## src/rtl/pipeline_pkg.sv

```systemverilog
// Shared constants, state encoding and alignment helpers for the memory-access stage.
package pipeline_pkg;

   localparam logic [31:0] MEM_NONE  = 32'd0;
   localparam logic [31:0] MEM_LOAD  = 32'd1;
   localparam logic [31:0] MEM_STORE = 32'd2;

   localparam logic [1:0] SIZE_B = 2'd0;
   localparam logic [1:0] SIZE_H = 2'd1;
   localparam logic [1:0] SIZE_W = 2'd2;
   localparam logic [1:0] SIZE_D = 2'd3;

   typedef enum logic [1:0] {
      ST_IDLE = 2'd0,
      ST_REQ  = 2'd1,
      ST_WAIT = 2'd2,
      ST_DONE = 2'd3
   } mem_state_t;

   function automatic logic is_misaligned(input logic [2:0] lane, input logic [1:0] log2_bytes);
      logic mis_s;
      case (log2_bytes)
         SIZE_B:  mis_s = 1'b0;
         SIZE_H:  mis_s = lane[0];
         SIZE_W:  mis_s = |lane[1:0];
         SIZE_D:  mis_s = |lane;
         default: mis_s = 1'b0;
      endcase
      return mis_s;
   endfunction

   function automatic logic [7:0] lane_mask(input logic [1:0] log2_bytes, input logic [2:0] lane);
      logic [7:0] mask_s;
      case (log2_bytes)
         SIZE_B:  mask_s = 8'h01;
         SIZE_H:  mask_s = 8'h03;
         SIZE_W:  mask_s = 8'h0F;
         SIZE_D:  mask_s = 8'hFF;
         default: mask_s = 8'h00;
      endcase
      return mask_s << lane;
   endfunction

endpackage

```

## src/rtl/mem_load_align.sv

```systemverilog
// Combinational load aligner: selects the accessed bytes from an aligned 64-bit word
// and sign- or zero-extends them to the register width.
module mem_load_align
   import pipeline_pkg::*;
#(
   parameter int DATA_WIDTH = 64
) (
   input  logic [DATA_WIDTH-1:0] resp_data,
   input  logic [2:0]            lane,
   input  logic [2:0]            size,
   output logic [DATA_WIDTH-1:0] result
);

   logic [DATA_WIDTH-1:0] shifted_s;
   logic                  sign_s;

   // Shift the addressed lane down to bit 0, then extend per size and signedness.
   always_comb begin
      shifted_s = resp_data >> {lane, 3'b000};
      sign_s    = 1'b0;
      result    = '0;
      case (size[1:0])
         SIZE_B: begin
            sign_s = ~size[2] & shifted_s[7];
            result = {{(DATA_WIDTH-8){sign_s}}, shifted_s[7:0]};
         end
         SIZE_H: begin
            sign_s = ~size[2] & shifted_s[15];
            result = {{(DATA_WIDTH-16){sign_s}}, shifted_s[15:0]};
         end
         SIZE_W: begin
            sign_s = ~size[2] & shifted_s[31];
            result = {{(DATA_WIDTH-32){sign_s}}, shifted_s[31:0]};
         end
         SIZE_D:  result = shifted_s;
         default: result = shifted_s;
      endcase
   end

endmodule

```

## src/rtl/pipeline_mem.sv

```systemverilog
// Memory-access pipeline stage: one load/store per instruction over valid/ready
// data-memory channels, presenting one result per instruction to write-back.
module pipeline_mem
   import pipeline_pkg::*;
#(
   parameter int ADDR_WIDTH = 64,
   parameter int DATA_WIDTH = 64
) (
   input  logic                  clk,
   input  logic                  reset,
   input  logic                  ex_valid,
   output logic                  ready,
   input  logic [DATA_WIDTH-1:0] ex_res,
   input  logic [DATA_WIDTH-1:0] r2_val_mem,
   input  logic [4:0]            mem_dst_reg,
   input  logic [31:0]           mem_opcode,
   input  logic [2:0]            mem_operation_size,
   input  logic                  ecall_mem,
   output logic                  dmem_req_valid,
   input  logic                  dmem_req_ready,
   output logic [ADDR_WIDTH-1:0] dmem_req_addr,
   output logic                  dmem_req_write,
   output logic [DATA_WIDTH-1:0] dmem_req_wdata,
   output logic [7:0]            dmem_req_wstrb,
   input  logic                  dmem_resp_valid,
   input  logic [DATA_WIDTH-1:0] dmem_resp_data,
   output logic                  wb_valid,
   input  logic                  wb_ready,
   output logic [DATA_WIDTH-1:0] wb_data,
   output logic [4:0]            wb_dst_reg,
   output logic                  wb_ecall,
   output logic                  wb_misaligned
);

   mem_state_t            state_r, state_nxt_s;
   logic [ADDR_WIDTH-1:0] addr_r;
   logic [2:0]            size_r;
   logic                  is_store_r;
   logic [DATA_WIDTH-1:0] wdata_r;
   logic [7:0]            wstrb_r;
   logic [DATA_WIDTH-1:0] wb_data_r;
   logic [4:0]            wb_dst_r;
   logic                  wb_ecall_r;
   logic                  wb_mis_r;

   logic                  ready_s;
   logic                  accept_s;
   logic                  is_load_s;
   logic                  is_store_s;
   logic                  is_mem_s;
   logic                  mis_s;
   logic [DATA_WIDTH-1:0] load_result_s;

   assign ready_s    = (state_r == ST_IDLE) || ((state_r == ST_DONE) && wb_ready);
   assign accept_s   = ex_valid && ready_s;
   assign is_load_s  = (mem_opcode == MEM_LOAD);
   assign is_store_s = (mem_opcode == MEM_STORE);
   assign is_mem_s   = is_load_s || is_store_s;
   assign mis_s      = is_mem_s && is_misaligned(ex_res[2:0], mem_operation_size[1:0]);

   mem_load_align #(.DATA_WIDTH(DATA_WIDTH)) u_align (
      .resp_data (dmem_resp_data),
      .lane      (addr_r[2:0]),
      .size      (size_r),
      .result    (load_result_s)
   );

   // State register.
   always_ff @(posedge clk or negedge reset) begin
      if (!reset) begin
         state_r <= ST_IDLE;
      end else begin
         state_r <= state_nxt_s;
      end
   end

   // Next-state logic; IDLE and DONE share the accept path so DONE can retire and accept together.
   always_comb begin
      state_nxt_s = state_r;
      case (state_r)
         ST_IDLE, ST_DONE: begin
            if (accept_s) begin
               if (!is_mem_s || mis_s) begin
                  state_nxt_s = ST_DONE;
               end else begin
                  state_nxt_s = ST_REQ;
               end
            end else if ((state_r == ST_DONE) && wb_ready) begin
               state_nxt_s = ST_IDLE;
            end else begin
               state_nxt_s = state_r;
            end
         end
         ST_REQ: begin
            if (dmem_req_ready) begin
               state_nxt_s = is_store_r ? ST_DONE : ST_WAIT;
            end else begin
               state_nxt_s = ST_REQ;
            end
         end
         ST_WAIT: begin
            if (dmem_resp_valid) begin
               state_nxt_s = ST_DONE;
            end else begin
               state_nxt_s = ST_WAIT;
            end
         end
         default: state_nxt_s = ST_IDLE;
      endcase
   end

   // Capture the instruction on accept; load data lands in wb_data_r when the response arrives.
   always_ff @(posedge clk or negedge reset) begin
      if (!reset) begin
         addr_r     <= '0;
         size_r     <= 3'd0;
         is_store_r <= 1'b0;
         wdata_r    <= '0;
         wstrb_r    <= 8'h00;
         wb_data_r  <= '0;
         wb_dst_r   <= 5'd0;
         wb_ecall_r <= 1'b0;
         wb_mis_r   <= 1'b0;
      end else if (accept_s) begin
         addr_r     <= ex_res[ADDR_WIDTH-1:0];
         size_r     <= mem_operation_size;
         is_store_r <= is_store_s;
         wdata_r    <= r2_val_mem << {ex_res[2:0], 3'b000};
         wstrb_r    <= lane_mask(mem_operation_size[1:0], ex_res[2:0]);
         wb_ecall_r <= ecall_mem;
         wb_mis_r   <= mis_s;
         if (!is_mem_s) begin
            wb_data_r <= ex_res;
            wb_dst_r  <= mem_dst_reg;
         end else if (is_load_s && !mis_s) begin
            wb_data_r <= '0;
            wb_dst_r  <= mem_dst_reg;
         end else begin
            wb_data_r <= '0;
            wb_dst_r  <= 5'd0;
         end
      end else if ((state_r == ST_WAIT) && dmem_resp_valid) begin
         wb_data_r <= load_result_s;
      end else begin
         wb_data_r <= wb_data_r;
      end
   end

   assign ready          = ready_s;
   assign dmem_req_valid = (state_r == ST_REQ);
   assign dmem_req_addr  = {addr_r[ADDR_WIDTH-1:3], 3'b000};
   assign dmem_req_write = is_store_r;
   assign dmem_req_wdata = wdata_r;
   assign dmem_req_wstrb = wstrb_r;
   assign wb_valid       = (state_r == ST_DONE);
   assign wb_data        = wb_data_r;
   assign wb_dst_reg     = wb_dst_r;
   assign wb_ecall       = wb_ecall_r;
   assign wb_misaligned  = wb_mis_r;

endmodule

```

## config.mk

```make
export PLATFORM = sky130hd
export DESIGN_NAME = pipeline_mem
export DESIGN_NICKNAME = d
export VERILOG_FILES = /design/src/rtl/pipeline_pkg.sv /design/src/rtl/mem_load_align.sv /design/src/rtl/pipeline_mem.sv
export SDC_FILE = /design/constraint.sdc
export NUM_CORES = 1
export LEC_CHECK = 0
export BUFFER_PORTS_ARGS = -buffer_cell sky130_fd_sc_hd__buf_2
export CELL_PAD_IN_SITES_DETAIL_PLACEMENT = 0
export CELL_PAD_IN_SITES_GLOBAL_PLACEMENT = 2
export CORE_MARGIN = 4
export CORE_UTILIZATION = 29
export CTS_CLUSTER_DIAMETER = 30
export DETAILED_ROUTE_END_ITERATION = 6
export PLACE_DENSITY = 0.82
export SLEW_MARGIN = 20
export SYNTH_ARGS = -nofsm -noshare
export SYNTH_HDL_FRONTEND = slang
export SYNTH_SLANG_ARGS = --single-unit
```

## constraint.sdc

```tcl
create_clock -name clk -period 3 [get_ports clk]
set_clock_uncertainty 0.15 [all_clocks]
set_input_delay 0.15 -clock clk [delete_from_list [all_inputs] [get_ports clk]]
set_output_delay 0.15 -clock clk [all_outputs]
set_load 0.01 [all_outputs]
```

==> results of run 1 <==
-- worst max-delay path by stage --
stage                                       from                      end  cells after the start
after global placement     addr_r[0]$_DFFE_PN0N_  wb_data[27]$_DFFE_PN0P_                      6
after floorplan           state_r[0]$_DFFE_PN0P_  wb_data[59]$_DFFE_PN0P_                      8
after CTS                 state_r[0]$_DFFE_PN0P_   state_r[1]$_DFFE_PN0P_                      8
after global routing      state_r[0]$_DFFE_PN0P_   state_r[1]$_DFFE_PN0P_                      7
final                     state_r[0]$_DFFE_PN0P_   state_r[1]$_DFFE_PN0P_                      7
after detailed placement   addr_r[0]$_DFFE_PN0N_  wb_data[27]$_DFFE_PN0P_                      6
-- final cells by class --
cell class	instances	area [um2]
fillers	4144	23450
diodes	3	7.507
repair buffers	657	4368
well taps	577	721.9
clock inverters	35	488.0
clock buffers	78	1689
multi-input cells	958	6217
flip-flops and latches	213	5331
inverters	14	52.55
-- logic make-up after synthesis --
logic type | Yosys count | synth area share, %
AND/OR/NAND/NOR | 422 | 14.73
AO/OA/AOI/OAI | 398 | 22.11
flip-flops | 213 | 42.55
buffers and inverters | 190 | 8.100
multiplexers | 130 | 12.08
adder cells (fa/ha/maj) | 4 | 0.3995
other | 1 | 0.02994
-- per-stage QoR --
step / setup slack (ns) / hold slack [ns] / std cells / area, um2
floorplan: 0.7606 / -0.2956 / 1360 / 12530
global placement: 0.5063 / 0.01336 / 2252 / 15000
detailed placement: 0.4670 / 0.01115 / 2252 / 15000
CTS: 0.05084 / 0.002314 / 2531 / 18860
global route: 0.09034 / 0.04669 / 2535 / 18880
finish: 0.2397 / 0.03496 / 2535 / 18880
-- worst register-to-register path: stages (launching register included) --
cell and delay (ns):
dfrtp_1 0.41, ha_1 0.24, a21o_2 0.31, nand2_4 0.31, buf_6 0.36, nand2_1 0.09, a31o_2 0.23, dlygate4sd3_1 0.54
-- power by group through the flow --
stage | clock network [mW] | registers, mW | logic, mW
after floorplan | 0 | 5.28 | 5.14
after global placement | 0 | 5.08 | 8.23
after detailed placement | 0 | 5.10 | 8.31
after CTS | 6.94 | 5.10 | 8.55
after global routing | 7.12 | 5.27 | 9.26
final | 6.84 | 5.10 | 8.54
-- layer usage --
metal,vias to the layer above,wire length (um),global-route usage [%]
met5,-,19,0
met4,4,1598,7.816
met3,96,4442,6.160
met2,525,27220,39.07
met1,6225,22530,28.36
li1,5980,-,-
-- layout by cell type, fill, tap and decap left out, drive strengths merged, types with 3 or more instances in the layout --
cell type and count:
a2111oi 4, a211oi 45, a21boi 4, a21o 11, a21oi 56, a222oi 8
a22o 22, a22oi 15, a2bb2oi 3, a31oi 22, and2 4, and3 9
buf 492, bufinv 11, clkbuf 78, clkinv 19, clkinvlp 3, conb 3
dfrtp 213, diode 3, dlygate4sd3 165, ha 4, inv 16, mux2 36
mux2i 82, mux4 12, nand2 269, nand2b 5, nand3 17, nor2 59
nor2b 24, nor3 9, nor4 13, o211ai 16, o21a 25, o21ai 105
o221ai 20, o22ai 18, o2bb2ai 16, or3 8
-- what timing repair did --
item,in CTS,in global routing
hold buffers,166,0
setup endpoints to repair,0,1
resized for setup,0,2
hold endpoints to repair,412,0
==> results.json, run 1 <==
{
  "status": "finished, final reports clean",
  "setup_viol": 0,
  "fmaxAchievable_mhz": 362.3,
  "setup_tns_ns": 0,
  "cp_slowest_cell": "dlygate4sd3_1",
  "routed_wl_mm": 55.81,
  "grt_pass1_wl_mm": 83.57,
  "cp_data_required_time_ns": 3.33,
  "cpLargestDelayFamily": "buffers and inverters",
  "rsz0062_at_grt": "false",
  "path_buf_inv": 2,
  "ys_seq_area_share_pct": 42.55,
  "overflow": 0,
  "drv_slew": 0,
  "netlist_area_um2": 12530,
  "cp_slowest_stage_delay_ns": 0.54,
  "ff2ff_setup_slack_ns": 0.24,
  "cts_sinks": 213,
  "clk_latency_ns": 0.60,
  "start_util_pct": 29.60,
  "antenna_found_initial": 6,
  "drc": 0,
  "path_class": "reg -> reg",
  "hold_path_class": "in -> reg",
  "cts_max_path_buffers": 3,
  "area_growth_pct": 50.68,
  "ys.flop_type": "dfrtp_1",
  "leakage_nw": 9.094,
  "worst_pin_slew_ns": 0.8030,
  "ys_ff_latch": 213,
  "min_period_over_period_pct": 92.01,
  "grt_max_degree": 79,
  "hold_depth": 4,
  "cts_tree": "yes",
  "relSlewSlack_pct": 46.23,
  "post-cts-setup-buffer-count": 0,
  "syn_inst": 1358,
  "crit_fanout": 46,
  "synth_area_leaders": "dfrtp_1, nand2_1, mux2i_1, buf_4, mux2_2",
  "grt_pass1_vias": 13520,
  "switching_power_mw": 7.980,
  "syn_avg_cell_area_um2": 9.225,
  "layout.nets": 2147,
  "wl_per_cell_um": 22.02,
  "dr.pass1.iters": 5,
  "hp-start": "r2_val_mem[61]",
  "drive_gt1_share_pct": 35.35,
  "reg2reg_from": "state_r[0]$_DFFE_PN0P_",
  "clockPowerShare_pct": 33.4,
  "synth_edf_count": 0,
  "final_core_util_pct": 44.60,
  "worstPathArrival_ns": 3.09,
  "clock-root-buffer": "clkbuf_16",
  "ant_nets": 0,
  "num_vias": 12830,
  "power_report.internal_total_mw": 12.50,
  "path_cells": "ha_1 -> a21o_2 -> nand2_4 -> buf_6 -> nand2_1 -> a31o_2 -> dlygate4sd3_1",
  "viasPerCell": 5.061,
  "grtUsageTotal_pct": 23.02,
  "cp-end-kind": "flop",
  "p_seq_share_pct": 24.9,
  "regToRegEndpoint": "state_r[1]$_DFFE_PN0P_",
  "h-tree-depth": 2,
  "p_comb_share_pct": 41.7,
  "final_hold_viol_count": 0,
  "numPortBuffers": 446,
  "p_per_area_nw_per_um2": 1085,
  "maxCapViolations": 0,
  "irDropWorstVdd_mv": 0.5636,
  "coreArea_um2": 42320,
  "min_period_ns": 2.760,
  "clk_pin_slew_worst_paths_ns": 0.04,
  "synth_top_area_share_pct": 42.55,
  "synth_area_leader_cell": "dfrtp_1",
  "synthArstFlopShare_pct": 100.0,
  "rows": 75,
  "dp_hpwl_mm": 41.15,
  "fp.dieW_um": 215.8,
  "r2r_cells": 7,
  "drtIter0Drc": 894,
  "p_total_mw": 20.48,
  "switching_share_pct": 38.97,
  "synth_cell_type_count": 62,
  "io_pins": 450,
  "ys_top_cells_by_count": "nand2_1, dfrtp_1, mux2i_1, o21ai_0, clkbuf_1",
  "yosysMostFrequentCell": "nand2_1",
  "dieArea_um2": 46580,
  "die_h_um": 215.8,
  "yosys_warnings": 0,
  "numCtsBuffers": 60,
  "place.gp.congestion": 0.9322,
  "min_to": "dmem_req_wdata[61]$_DFFE_PN0N_",
  "start_kind": "flop"
}
(Power assumes the default switching activity.)
==> run 2: changes to the inputs <==
--- a/config.mk
+++ b/config.mk
@@ -8,6 +8,7 @@
 export BUFFER_PORTS_ARGS = -buffer_cell sky130_fd_sc_hd__buf_2
 export CELL_PAD_IN_SITES_DETAIL_PLACEMENT = 0
 export CELL_PAD_IN_SITES_GLOBAL_PLACEMENT = 2
+export CORE_ASPECT_RATIO = 0.6
 export CORE_MARGIN = 4
 export CORE_UTILIZATION = 29
 export CTS_CLUSTER_DIAMETER = 30
==> results.json, run 2 (same netlist as run 1, synthesis figures left out) <==
{
  "post-cts-setup-buffer-count": 0,
  "fillers": 4194,
  "io_pins": 450,
  "cp_data_required_time_ns": 3.31,
  "worst_pin_slew_ns": 0.7820,
  "grt_max_degree": 64,
  "routed_wl_mm": 59.24,
  "rsz0062_at_grt": "false",
  "grtUsageTotal_pct": 24.56,
  "rows": 58,
  "clockPowerShare_pct": 28.3,
  "worstPathArrival_ns": 3.11,
  "die_h_um": 169.0,
  "clock-root-buffer": "clkbuf_16",
  "relSlewSlack_pct": 47.76,
  "dp_hpwl_mm": 44.91,
  "fin_area_um2": 18190,
  "drtIter0Drc": 1280,
  "overflow": 0,
  "cp_slowest_cell": "or3_1",
  "p_per_area_nw_per_um2": 1075,
  "fp.dieW_um": 276.3,
  "p_comb_share_pct": 44.9,
  "min_period_ns": 2.800,
  "place.gp.congestion": 0.9517,
  "final_cell_mix": "buf_2, nand2_1, dfrtp_1",
  "p_seq_share_pct": 26.8,
  "numPortBuffers": 446,
  "irDropWorstVdd_mv": 0.5130,
  "worst_slack_ns": 0.2004,
  "cp-end-kind": "flop",
  "grt_pass1_wl_mm": 87.27,
  "placed_cell_area_um2": 15100,
  "final_cells": 2483,
  "cts_tree": "yes",
  "pre_cts_slack_ns": 0.09528,
  "clk_latency_ns": 0.57,
  "hold_path_class": "in -> reg",
  "start_kind": "flop",
  "setup_viol": 0,
  "num_vias": 12970,
  "numCtsBuffers": 49,
  "leakage_nw": 8.750,
  "switching_share_pct": 41.86,
  "final_hold_viol_count": 0,
  "h-tree-depth": 2,
  "start_util_pct": 29.66,
  "cts_sinks": 213,
  "min_period_over_period_pct": 93.32,
  "holdWs_ns": 0.03485,
  "wl_per_cell_um": 23.86,
  "maxCapViolations": 0,
  "clk_pin_slew_worst_paths_ns": 0.05,
  "dr.pass1.iters": 7,
  "dieArea_um2": 46690,
  "ant_nets": 0,
  "drv_slew": 0,
  "cts_max_path_buffers": 3,
  "final_common_cell": "buf_2",
  "area_growth_pct": 45.18,
  "fmaxAchievable_mhz": 357.2,
  "setup_tns_ns": 0,
  "drc": 0,
  "path_class": "reg -> reg",
  "antenna_found_initial": 8,
  "crit_fanout": 43,
  "grt_pass1_vias": 13050,
  "layout.nets": 2111,
  "path_cells": "inv_1 -> ha_1 -> a21o_1 -> nand2_4 -> buf_12 -> or3_1 -> o21ai_0",
  "viasPerCell": 5.222,
  "switching_power_mw": 8.183,
  "power_report.internal_total_mw": 11.37,
  "status": "finished, final reports clean",
  "cp_slowest_stage_delay_ns": 0.50,
  "dp.cells": 2254,
  "drive_gt1_share_pct": 35.66,
  "p_total_mw": 19.55,
  "coreArea_um2": 42240,
  "final_core_util_pct": 43.06
}
## run 2: cell count changes in the layout (fill, tap and decap cells not counted), moves of 2 or more
cell and delta:
inv_6 +2, clkbuf_1 -3, buf_12 +4, clkbuf_16 -10, clkinv_2 -12, clkinv_4 +3
nor3_1 -2, clkinvlp_4 +7, buf_4 +7, nor3_2 +2, diode_2 +3, clkbuf_8 -3
bufinv_16 -6, dlygate4sd3_1 -33
## run 2: path summary, 6_finish.rpt
path                                          startpoint                              to  slack, ns  cells past startpoint
setup / recovery                  state_r[0]$_DFFE_PN0P_  dmem_req_wdata[12]$_DFFE_PN0N_       0.20                      7
hold / removal                            r2_val_mem[34]  dmem_req_wdata[50]$_DFFE_PN0N_       0.03                      5
setup reg to reg                  state_r[0]$_DFFE_PN0P_  dmem_req_wdata[12]$_DFFE_PN0N_       0.20                      7
hold reg to reg            dmem_req_wdata[4]$_DFFE_PN0N_   dmem_req_wdata[4]$_DFFE_PN0N_       0.31                      2
max in group asynchronous                          reset          state_r[1]$_DFFE_PN0P_       1.50                      4
min in group asynchronous                          reset         wb_data[35]$_DFFE_PN0P_       0.44                      3
## run 2: critical path, delay by kind of cell, from the launching register on
kind            cells  cell delay, ns
fa+ha+maj           1            0.15
compound gates      2            0.71
simple gates        2            0.84
buf+inv             2            0.39
flops               1            0.42
## run 2: per-layer routing
layer  vias to the layer above  share of wire, %  track usage (%)
li1                       5895                 -                -
met1                      6347                47            36.10
met2                       626                40            33.09
met3                        98                11            9.209
met4                         0               2.8            7.451
met5                         -                 0                0
## run 2: layout make-up
cell class                 instances  area, um2  area share (%)
antenna                            6      15.01         0.08256
clock buffer                      62       1386           7.623
clock inverter                    28      337.8           1.858
inverter                          14      52.55          0.2890
multi-input combinational        957       6218           34.19
sequential                       213       5331           29.32
tap                              570      713.2           3.922
timing repair buffer             633       4131           22.72
## run 2: power groups by stage
stage,clock network (mW),logic [mW],registers (mW)
after floorplan,0,5.14,5.28
after global placement,0,8.53,5.19
after detailed placement,0,8.57,5.22
after CTS,5.63,8.74,5.21
after global routing,5.79,9.52,5.39
final,5.53,8.79,5.24
## run 2: repair_timing
item                       in CTS  in global routing
hold endpoints to repair      400                  0
setup endpoints to repair       0                  3
resized for setup               0                  1
hold buffers                  133                  0
